<file path="src/rtl/rr_arbiter8_if.sv">
`default_nettype none
// rr_arbiter8_if: request/grant bundle between requesters (master) and the arbiter (slave).
// Revision 1.0
interface rr_arbiter8_if;
  logic [7:0] req;
  logic       done;
  logic [7:0] gnt;
  logic [2:0] gnt_idx;
  logic       gnt_valid;
  logic       timeout;

  modport master (
    output req,
    output done,
    input  gnt,
    input  gnt_idx,
    input  gnt_valid,
    input  timeout
  );

  modport slave (
    input  req,
    input  done,
    output gnt,
    output gnt_idx,
    output gnt_valid,
    output timeout
  );
endinterface
`default_nettype wire

</file>
<file path="src/rtl/rr_arbiter8.sv">
`default_nettype none
// rr_arbiter8: 8-way round-robin arbiter, rotating priority pointer and bounded hold tenure.
// Revision 1.0
module rr_arbiter8 #(
  parameter int MAX_HOLD = 16,
  parameter int CNT_W    = 8
) (
  input  wire logic    clk,
  input  wire logic    rst,
  rr_arbiter8_if.slave bus
);

  typedef enum logic [0:0] {
    IDLE  = 1'b0,
    GRANT = 1'b1
  } state_t;

  state_t           state;
  logic [2:0]       ptr;
  logic [CNT_W-1:0] hold_cnt;
  logic [7:0]       gnt_oh;
  logic [2:0]       gnt_idx;
  logic             gnt_valid;
  logic             timeout;

  logic [2:0]       win;
  logic             win_found;
  logic [2:0]       cand;
  logic [7:0]       win_oh;
  logic             owner_drop;
  logic             hold_limit;

  // Search starts at ptr and wraps naturally through 3-bit arithmetic.
  always_comb begin
    win       = 3'd0;
    win_found = 1'b0;
    cand      = 3'd0;
    for (int k = 0; k < 8; k++) begin
      cand = ptr + 3'(k);
      if (!win_found && bus.req[cand]) begin
        win       = cand;
        win_found = 1'b1;
      end
    end
  end

  generate
    for (genvar i = 0; i < 8; i++) begin : g_dec
      assign win_oh[i] = (win == 3'(i));
    end
  endgenerate

  assign owner_drop = bus.done || !bus.req[gnt_idx];
  assign hold_limit = (hold_cnt == CNT_W'(MAX_HOLD));

  always_ff @(posedge clk) begin
    if (rst) begin
      state     <= IDLE;
      ptr       <= 3'd0;
      hold_cnt  <= '0;
      gnt_oh    <= 8'h00;
      gnt_idx   <= 3'd0;
      gnt_valid <= 1'b0;
      timeout   <= 1'b0;
    end else begin
      timeout <= 1'b0;
      case (state)
        IDLE: begin
          if (win_found) begin
            state     <= GRANT;
            gnt_idx   <= win;
            gnt_oh    <= win_oh;
            gnt_valid <= 1'b1;
            hold_cnt  <= CNT_W'(1);
            ptr       <= win + 3'd1;
          end
        end
        GRANT: begin
          // A voluntary release wins over the timeout when both occur together.
          if (owner_drop) begin
            state     <= IDLE;
            gnt_oh    <= 8'h00;
            gnt_valid <= 1'b0;
          end else if (hold_limit) begin
            state     <= IDLE;
            gnt_oh    <= 8'h00;
            gnt_valid <= 1'b0;
            timeout   <= 1'b1;
          end else begin
            hold_cnt <= hold_cnt + CNT_W'(1);
          end
        end
        default: begin
          state     <= IDLE;
          gnt_oh    <= 8'h00;
          gnt_valid <= 1'b0;
        end
      endcase
    end
  end

  assign bus.gnt       = gnt_oh;
  assign bus.gnt_idx   = gnt_idx;
  assign bus.gnt_valid = gnt_valid;
  assign bus.timeout   = timeout;

endmodule
`default_nettype wire

</file>
<file path="src/flat_wrapper.sv">
// flat-port wrapper written by rule: the top's interface ports become plain ports
module rr_arbiter8_flat 
#(
  parameter int MAX_HOLD = 16,
  parameter int CNT_W    = 8
)
  (clk, rst, bus_req, bus_done, bus_gnt, bus_gnt_idx, bus_gnt_valid, bus_timeout);
  rr_arbiter8_if bus_i ();
  input  wire logic clk;
  input  wire logic rst;
  input wire logic [$bits(bus_i.req)-1:0] bus_req;
  input wire logic [$bits(bus_i.done)-1:0] bus_done;
  output wire logic [$bits(bus_i.gnt)-1:0] bus_gnt;
  output wire logic [$bits(bus_i.gnt_idx)-1:0] bus_gnt_idx;
  output wire logic [$bits(bus_i.gnt_valid)-1:0] bus_gnt_valid;
  output wire logic [$bits(bus_i.timeout)-1:0] bus_timeout;
  assign bus_i.req = bus_req;
  assign bus_i.done = bus_done;
  assign bus_gnt = bus_i.gnt;
  assign bus_gnt_idx = bus_i.gnt_idx;
  assign bus_gnt_valid = bus_i.gnt_valid;
  assign bus_timeout = bus_i.timeout;
  rr_arbiter8 #(.MAX_HOLD(MAX_HOLD), .CNT_W(CNT_W)) u_core (.clk(clk), .rst(rst), .bus(bus_i));
endmodule
</file>
<file path="config.mk">
export PLATFORM = sky130hd
export DESIGN_NAME = rr_arbiter8_flat
export DESIGN_NICKNAME = d
export VERILOG_FILES = /design/src/rtl/rr_arbiter8_if.sv /design/src/rtl/rr_arbiter8.sv /design/src/flat_wrapper.sv
export SDC_FILE = /design/constraint.sdc
export NUM_CORES = 1
export LEC_CHECK = 0
export CAP_MARGIN = 20
export CORE_ASPECT_RATIO = 1.75
export CORE_UTILIZATION = 47
export CTS_CLUSTER_SIZE = 12
export DETAILED_ROUTE_END_ITERATION = 8
export PLACE_DENSITY_LB_ADDON = 0.12
export SLEW_MARGIN = 20
export SYNTH_ARGS = -nofsm -noshare
export SYNTH_HDL_FRONTEND = slang
export SYNTH_SLANG_ARGS = --single-unit
</file>
<file path="constraint.sdc">
create_clock -name clk -period 3.65 [get_ports clk]
set_input_delay 0.73 -clock clk [delete_from_list [all_inputs] [get_ports clk]]
set_output_delay 0.73 -clock clk [all_outputs]
set_load 0.01 [all_outputs]
</file>
# Yosys cells after proc, flatten, opt, wreduce, memory -nomap -nowiden
# Index checks and enable logic that the tools add are counted.
[totals]
output_inout_bits = 13
latchBits = 0
in_bits = 11
mem_bits_rw = 0
romBits = 0
wordCells = 110
n_memories = 0
regBits = 25
[op_classes]
n_eq_ne = 12
n_div = 0
mux = 51
mul = 0
addsub = 9
shifts = 0
reduce_logical = 21
n_bitwise = 1
n_lt_le_gt_ge = 9
[ops]
columns = ["cell", "n"]
rows = [
  ["two-way mux 8 bit", 6],
  ["less-than comparator 3 x 4 -> 1 bit, second input constant", 9],
  ["one-hot mux 8 bit (2 select lines)", 2],
  ["binary-select mux 1 bit (select 3 bit)", 9],
  ["two-way mux 1 bit", 24],
  ["two-way mux 3 bit", 8],
  ["adder 3 bit, second input constant", 4],
  ["== test 3 bit, second input constant", 4],
  ["adder 8 x 1 -> 8 bit, second input constant", 1],
  ["== test 8 x 5 -> 1 bit, second input constant", 1],
  ["logical NOT 1 bit", 8],
  ["logical AND 1 bit", 7],
  ["adder 3 x 1 -> 3 bit, second input constant", 2],
  ["adder 3 x 2 -> 3 bit, second input constant", 2],
  ["== test 3 x 2 -> 1 bit, second input constant", 2],
  ["!= test 2 bit, second input constant", 2],
  ["one-hot mux 1 bit (2 select lines)", 2],
  ["AND reduction 2 bit", 2],
  ["== test 3 x 1 -> 1 bit, second input constant", 1],
  ["logical NOT 3 bit", 1],
  ["!= test 3 bit, second input constant", 1],
  ["AND reduction 3 bit", 1],
  ["OR reduction 3 bit", 1],
  ["!= test 2 x 1 -> 1 bit, second input constant", 1],
  ["2 further kinds", 2],
]

# Depth between registers and ports, before layout
[logic_depth]
depth_word = 27
ltp_mapped = 17
ltp_nobuf = 14

# Worst setup path before layout
# Ideal clock, no wire load.
[synth_timing]
path_kind = "flip-flop to flip-flop"
from = "register u_core.ptr[1]"
to = "register u_core.gnt_oh[6] (netlist: u_core.bus.gnt[6])"
path_slack_ns = -0.045
path_buffers = 3
arrival_ns = 3.567
period_less_slack_ns = 3.695
setup_ns = 0.128
t_required_ns = 3.522
stages_incl_launch_ff = 18
path_cell_list = "dfxtp_1 > buf_2 > buf_2 > inv_1 > ha_1 > buf_6 > mux4_2 > a211o_1 > o221ai_4 > nand2_1 > or3b_1 > a22oi_1 > a31o_4 > inv_1 > ha_1 > nand2_1 > a2bb2oi_1 > nor2_1"
[synth_via]
elab_chain_cells = 27
elab_cells_between_ends = 58
cone_classes = "7 x add/sub; 2 x eq/ne; 34 x mux; 15 x reduce/logical"
[synth_rtl]
columns = ["item", "line", "source"]
rows = [
  ["start, declared", "rr_arbiter8.sv:19", "logic [2:0] ptr;"],
  ["start signal, assigned", "rr_arbiter8.sv:75", "ptr <= win + 3'd1;"],
  ["branches (longest 23 deep; another with adder 3 x 1 -> 3 bit)", "-", ""],
  ["two-way mux 3 bit *", "rr_arbiter8.sv:40", "if (!win_found && bus.req[cand]) begin"],
  ["net u_core.win[1]", "rr_arbiter8.sv:26", "logic [2:0] win;"],
  ["== test 3 bit *", "rr_arbiter8.sv:49", "assign win_oh[i] = (win == 3'(i));"],
  ["two-way mux 8 bit *", "rr_arbiter8.sv:69", "if (win_found) begin"],
  ["one-hot mux 8 bit (2 select lines) *", "rr_arbiter8.sv:67", "case (state)"],
  ["end signal, assigned", "rr_arbiter8.sv:72", "gnt_oh <= win_oh;"],
  ["end, declared", "rr_arbiter8.sv:21", "logic [7:0] gnt_oh;"],
]
# Mark *: on every way through the listed nets, which the timed path passes. The select of a mux whose other input is x is not followed.
# A chain may end at the register's enable or synchronous reset.

# Worst setup path in the final report
[layout_timing]
from = "input port bus_req[2]"
to = "register u_core.gnt_oh[6] (netlist: u_core.bus.gnt[6])"
[layout_via]
elab_chain_cells = 27
elab_cells_between_ends = 57
cone_classes = "3 x eq/ne; 37 x mux; 17 x reduce/logical"
[layout_rtl]
columns = ["item", "line", "source"]
rows = [
  ["start, declared", "flat_wrapper.sv:11", "input wire logic [$bits(bus_i.req)-1:0] bus_req;"],
  ["binary-select mux 1 bit (select 3 bit)", "rr_arbiter8.sv:40", ""],
  ["two-way mux 1 bit (implied by the code)", "rr_arbiter8.sv:40", ""],
  ["two-way mux 1 bit", "rr_arbiter8.sv:40", ""],
  ["logical NOT 1 bit", "rr_arbiter8.sv:40", ""],
  ["logical AND 1 bit", "rr_arbiter8.sv:40", ""],
  ["two-way mux 1 bit", "rr_arbiter8.sv:40", ""],
  ["logical NOT 1 bit", "rr_arbiter8.sv:40", ""],
  ["logical AND 1 bit", "rr_arbiter8.sv:40", ""],
  ["(+12 left out)", "-", ""],
  ["two-way mux 1 bit", "rr_arbiter8.sv:40", ""],
  ["logical NOT 1 bit", "rr_arbiter8.sv:40", ""],
  ["logical AND 1 bit", "rr_arbiter8.sv:40", ""],
  ["two-way mux 3 bit *", "rr_arbiter8.sv:40", ""],
  ["net u_core.win[1]", "rr_arbiter8.sv:26", ""],
  ["== test 3 bit *", "rr_arbiter8.sv:49", ""],
  ["two-way mux 8 bit *", "rr_arbiter8.sv:69", ""],
  ["one-hot mux 8 bit (2 select lines) *", "rr_arbiter8.sv:67", ""],
]
# Mark *: on every way through the listed nets, which the timed path passes. The rest lies on a longest branch. The select of a mux whose other input is x is not followed.

==> flow_metrics.env <==
export IMPL_status="complete, no violations"
export IMPL_rows=31
export IMPL_numCtsBuffers=3
export IMPL_reg2reg_from="u_core.ptr[0]"
export IMPL_fin_setup_tns_ns=0
export IMPL_relSlewSlack_pct=65.8
export IMPL_grt_pass1_wl_um=8790
export IMPL_ant_nets=0
export IMPL_leakagePower_nw=1.10
export IMPL_ios=24
export IMPL_root_buffer="clkbuf_8"
export IMPL_synth_edf_count=0
export IMPL_via_per_inst=5.90
export IMPL_worstSetupEndpointType="flip-flop"
export IMPL_yosys_warnings=0
export IMPL_post_cts_setup_buffers=0
export IMPL_synth_seq_area_share_pct=24.5
export IMPL_drv_cap=0
export IMPL_peakVddDrop_mv=0.568
export IMPL_clk_pin_slew_ns=0.09
export IMPL_synthAdderAreaFrac_pct=4.29
export IMPL_synth_top_area_cell="dfxtp_1"
export IMPL_final_min_clock_period_ns=3.48
export IMPL_core_area_um2=4150
export IMPL_crit_family="simple AND/OR/NAND/NOR gates"
export IMPL_synth_top_cells_by_area="dfxtp_1 (24%), mux4_2 (12%), nor2_1 (5.1%)"
export IMPL_grt_ovfl_total=0
export IMPL_area_delta_synth_final_pct=31.1
export IMPL_worstSkewPairLatency_ns=0.27
export IMPL_post_place_cells=325
export IMPL_nets=299
export IMPL_cts_tree="yes"
export IMPL_muxShareOfSynthArea_pct=23.1
export IMPL_synth_seq_cells=25
export IMPL_grt_use_total_pct=25.1
export IMPL_final_max_slew_viol_count=0
export IMPL_antennaDiodeCount=0
export IMPL_ctsLongestPathBuffers=2
export IMPL_die_h_um=89.2
export IMPL_worstSetupPathType="in -> reg"
export IMPL_dp_hpwl_um=4120
export IMPL_fin_ws_ns=0.169
export IMPL_power_total_mw=2.24
export IMPL_finalSetupViolCount=0
export IMPL_synthSimpleGateAreaFrac_pct=21.2
export IMPL_max_freq_mhz=287
export IMPL_fin_crit_sh_pct=95.4
export IMPL_min_path_cells=2
export IMPL_io_buffer_count=23
export IMPL_grt_pass1_vias=1879
export IMPL_cp_data_required_time_ns=3.81
export IMPL_crit_chain="clkdlybuf4s50_1 -> buf_4 -> mux4_2 -> mux2i_2 -> and2b_2 -> nand2_1 -> or3b_1 -> a22oi_2 -> a31o_4 -> inv_1 -> ha_1 -> nand2_1 -> a2bb2oi_1 -> nor2_1"
export IMPL_critPathArrivalTime_ns=3.64
export IMPL_tightest_slew_ns=0.509
export IMPL_critPathLaunchType="primary input"
export IMPL_synthFlopType="dfxtp_1"
export IMPL_grt_max_degree=26
export IMPL_hold_path_startpoint="u_core.bus.gnt[3]"
export IMPL_synth_cell_types=57
export IMPL_reg2reg_to="u_core.bus.gnt[0]"
export IMPL_holdCritPathClass="reg -> reg"
export IMPL_dieArea_um2=4630
export IMPL_synth_area_um2=2040
export IMPL_fin_cells=329
export IMPL_gp_congestion=0.943
export IMPL_fin_worst_skew_ns=0.00319
export IMPL_synth_xor_area_share_pct=1.29
export IMPL_synth_compound_area_share_pct=20.1
export IMPL_synth_nets=238
export IMPL_drt_iter0_drc=49
export IMPL_num_vias=1941
export IMPL_start_util_pct=49.2
export IMPL_die_x_um=51.8
export IMPL_cp_num_buf_inv=3
export IMPL_htreeDepth=1
export IMPL_avgSynthCellArea_um2=9.29
export IMPL_slowest_stage="mux4_2"
export IMPL_synth_top_family_by_area="multiplexers"
export IMPL_crit_top_cell="nand2_1"
export IMPL_synth_top_area_share_pct=24.5
export IMPL_max_stage_delay_ns=0.49
export IMPL_dr_pass1_iters=4
export IMPL_finalHoldViolCount=0
export IMPL_final_util_pct=64.5
export IMPL_r2r_cells=13
export IMPL_place_ws_ns=-0.183
export IMPL_routed_wl_um=5330
export IMPL_worstPathMaxFanout=5
export IMPL_drive_gt1_share_pct=28.2
export IMPL_async_reset_ff_share_pct=0
export IMPL_synthCells=220
export IMPL_min_to="u_core.bus.gnt[3]"
export IMPL_worst_r2r_setup_slack_ns=0.29
export IMPL_drc=0
export IMPL_powerDensity_nw_per_um2=835
export IMPL_grt_antenna_before_repair=0
export IMPL_wl_per_cell_um=16.2
export IMPL_cts_sinks=25
==> area by class of cell <==
cell class                      count  area (µm²)
Clock buffer                        3        41.3
Clock inverter                      1        5.00
Tap cell                           49        61.3
Sequential cell                    25         500
Multi-Input combinational cell    171        1460
Fill cell                         355        1470
Timing Repair Buffer               66         563
Inverter                           14        52.6
==> kinds of logic after synthesis <==
| family | Yosys count |
|---|---|
| AND/OR/NAND/NOR | 81 |
| AO/OA/AOI/OAI | 52 |
| multiplexers | 28 |
| flip-flops | 25 |
| buffers and inverters | 24 |
| adder cells (fa/ha/maj) | 7 |
| XOR/XNOR | 3 |
==> metrics by stage <==
step / area (µm²) / hold slack [ns]
global route: 2680 / 0.502
CTS: 2650 / 0.480
global placement: 2600 / 0.458
floorplan: 2050 / 0.458
finish: 2680 / 0.476
detailed placement: 2600 / 0.458
==> routing by layer <==
metal | vias up | routed length, µm | GRT usage, %
li1 | 949 | - | -
met1 | 947 | 2130 | 28.3
met2 | 37 | 2990 | 48.1
met3 | 8 | 129 | 1.70
met4 | 0 | 85 | 8.35
met5 | - | 0 | 0
==> cells in the mapped netlist, drive strengths merged (3+ instances only) <==
library cell   n
a21oi         16
inv           14
clkbuf         3
mux2           5
a211oi         4
nor3           5
nand3          6
dfxtp         25
buf            7
nand3b         6
a22oi          3
ha             7
and3           3
nor2          29
a32o           3
nand2b         3
nor2b          6
or3            3
mux2i          9
nand2          8
mux4          14
o21ai         10
==> report_power, final <==
group          switching, mW  internal, mW
combinational          0.814         0.876
sequential            0.0538         0.328
clock                 0.0885        0.0764
total                  0.956          1.28
==> worst reg2reg max path, stage by stage (launching register included) <==
cell       delay (ns)
dfxtp_1          0.36
inv_2            0.08
ha_4             0.32
mux4_1           0.56
or4_1            0.47
o221ai_4         0.11
buf_4            0.16
nand4_1          0.16
buf_4            0.19
nor3_2           0.24
a2111oi_4        0.06
buf_4            0.18
nor2b_1          0.13
a32o_2           0.25
==> state kept, by name, indices dropped and copies added, names as in the netlist <==
name / cells
u_core.bus.timeout: 1
u_core.bus.gnt_valid: 1
u_core.ptr: 3
u_core.bus.gnt_idx: 3
u_core.bus.gnt: 8
u_core.state: 1
u_core.hold_cnt: 8
==> worst max-delay path by stage <==
stage                  startpoint           endpoint  slack, ns  cells past startpoint
floorplan           u_core.ptr[1]  u_core.bus.gnt[6]       0.01                     17
global placement       bus_req[7]  u_core.bus.gnt[0]      -0.13                     12
detailed placement     bus_req[7]  u_core.bus.gnt[6]      -0.18                     13
CTS                    bus_req[7]  u_core.bus.gnt[6]       0.08                     13
global route           bus_req[2]  u_core.bus.gnt[6]     -0.002                     14
finish                 bus_req[2]  u_core.bus.gnt[6]       0.17                     14
==> placed cells by master (no fill, tap or decap), types with 2 or more instances in the layout <==
cell | synthesis | layout
a211oi_1 | 4 | 4
a21oi_1 | 14 | 14
a22oi_1 | 3 | 2
a2bb2oi_1 | 2 | 2
a32o_2 | 2 | 2
a32oi_1 | 2 | 2
and2_1 | 2 | 2
and3_1 | 3 | 3
buf_4 | 0 | 43
clkbuf_8 | 0 | 3
clkdlybuf4s50_1 | 0 | 19
dfxtp_1 | 25 | 25
dlymetal6s2s_1 | 0 | 4
ha_1 | 7 | 6
inv_1 | 13 | 13
mux2_2 | 5 | 5
mux2i_1 | 9 | 8
mux4_1 | 3 | 3
mux4_2 | 11 | 11
nand2_1 | 8 | 8
nand2b_1 | 3 | 3
nand3_1 | 6 | 6
nand3b_1 | 6 | 6
nor2_1 | 28 | 28
nor2b_1 | 6 | 6
nor3_1 | 4 | 4
o21ai_0 | 9 | 9
o22ai_1 | 2 | 2
or3_1 | 3 | 3
xnor2_1 | 2 | 2
==> repair_timing <==
action	4_1_cts	5_1_grt
setup endpoints to repair	0	6
hold endpoints to repair	0	0
resized for setup	0	9
hold buffers	0	0
Power figures use the tool's default switching activity.
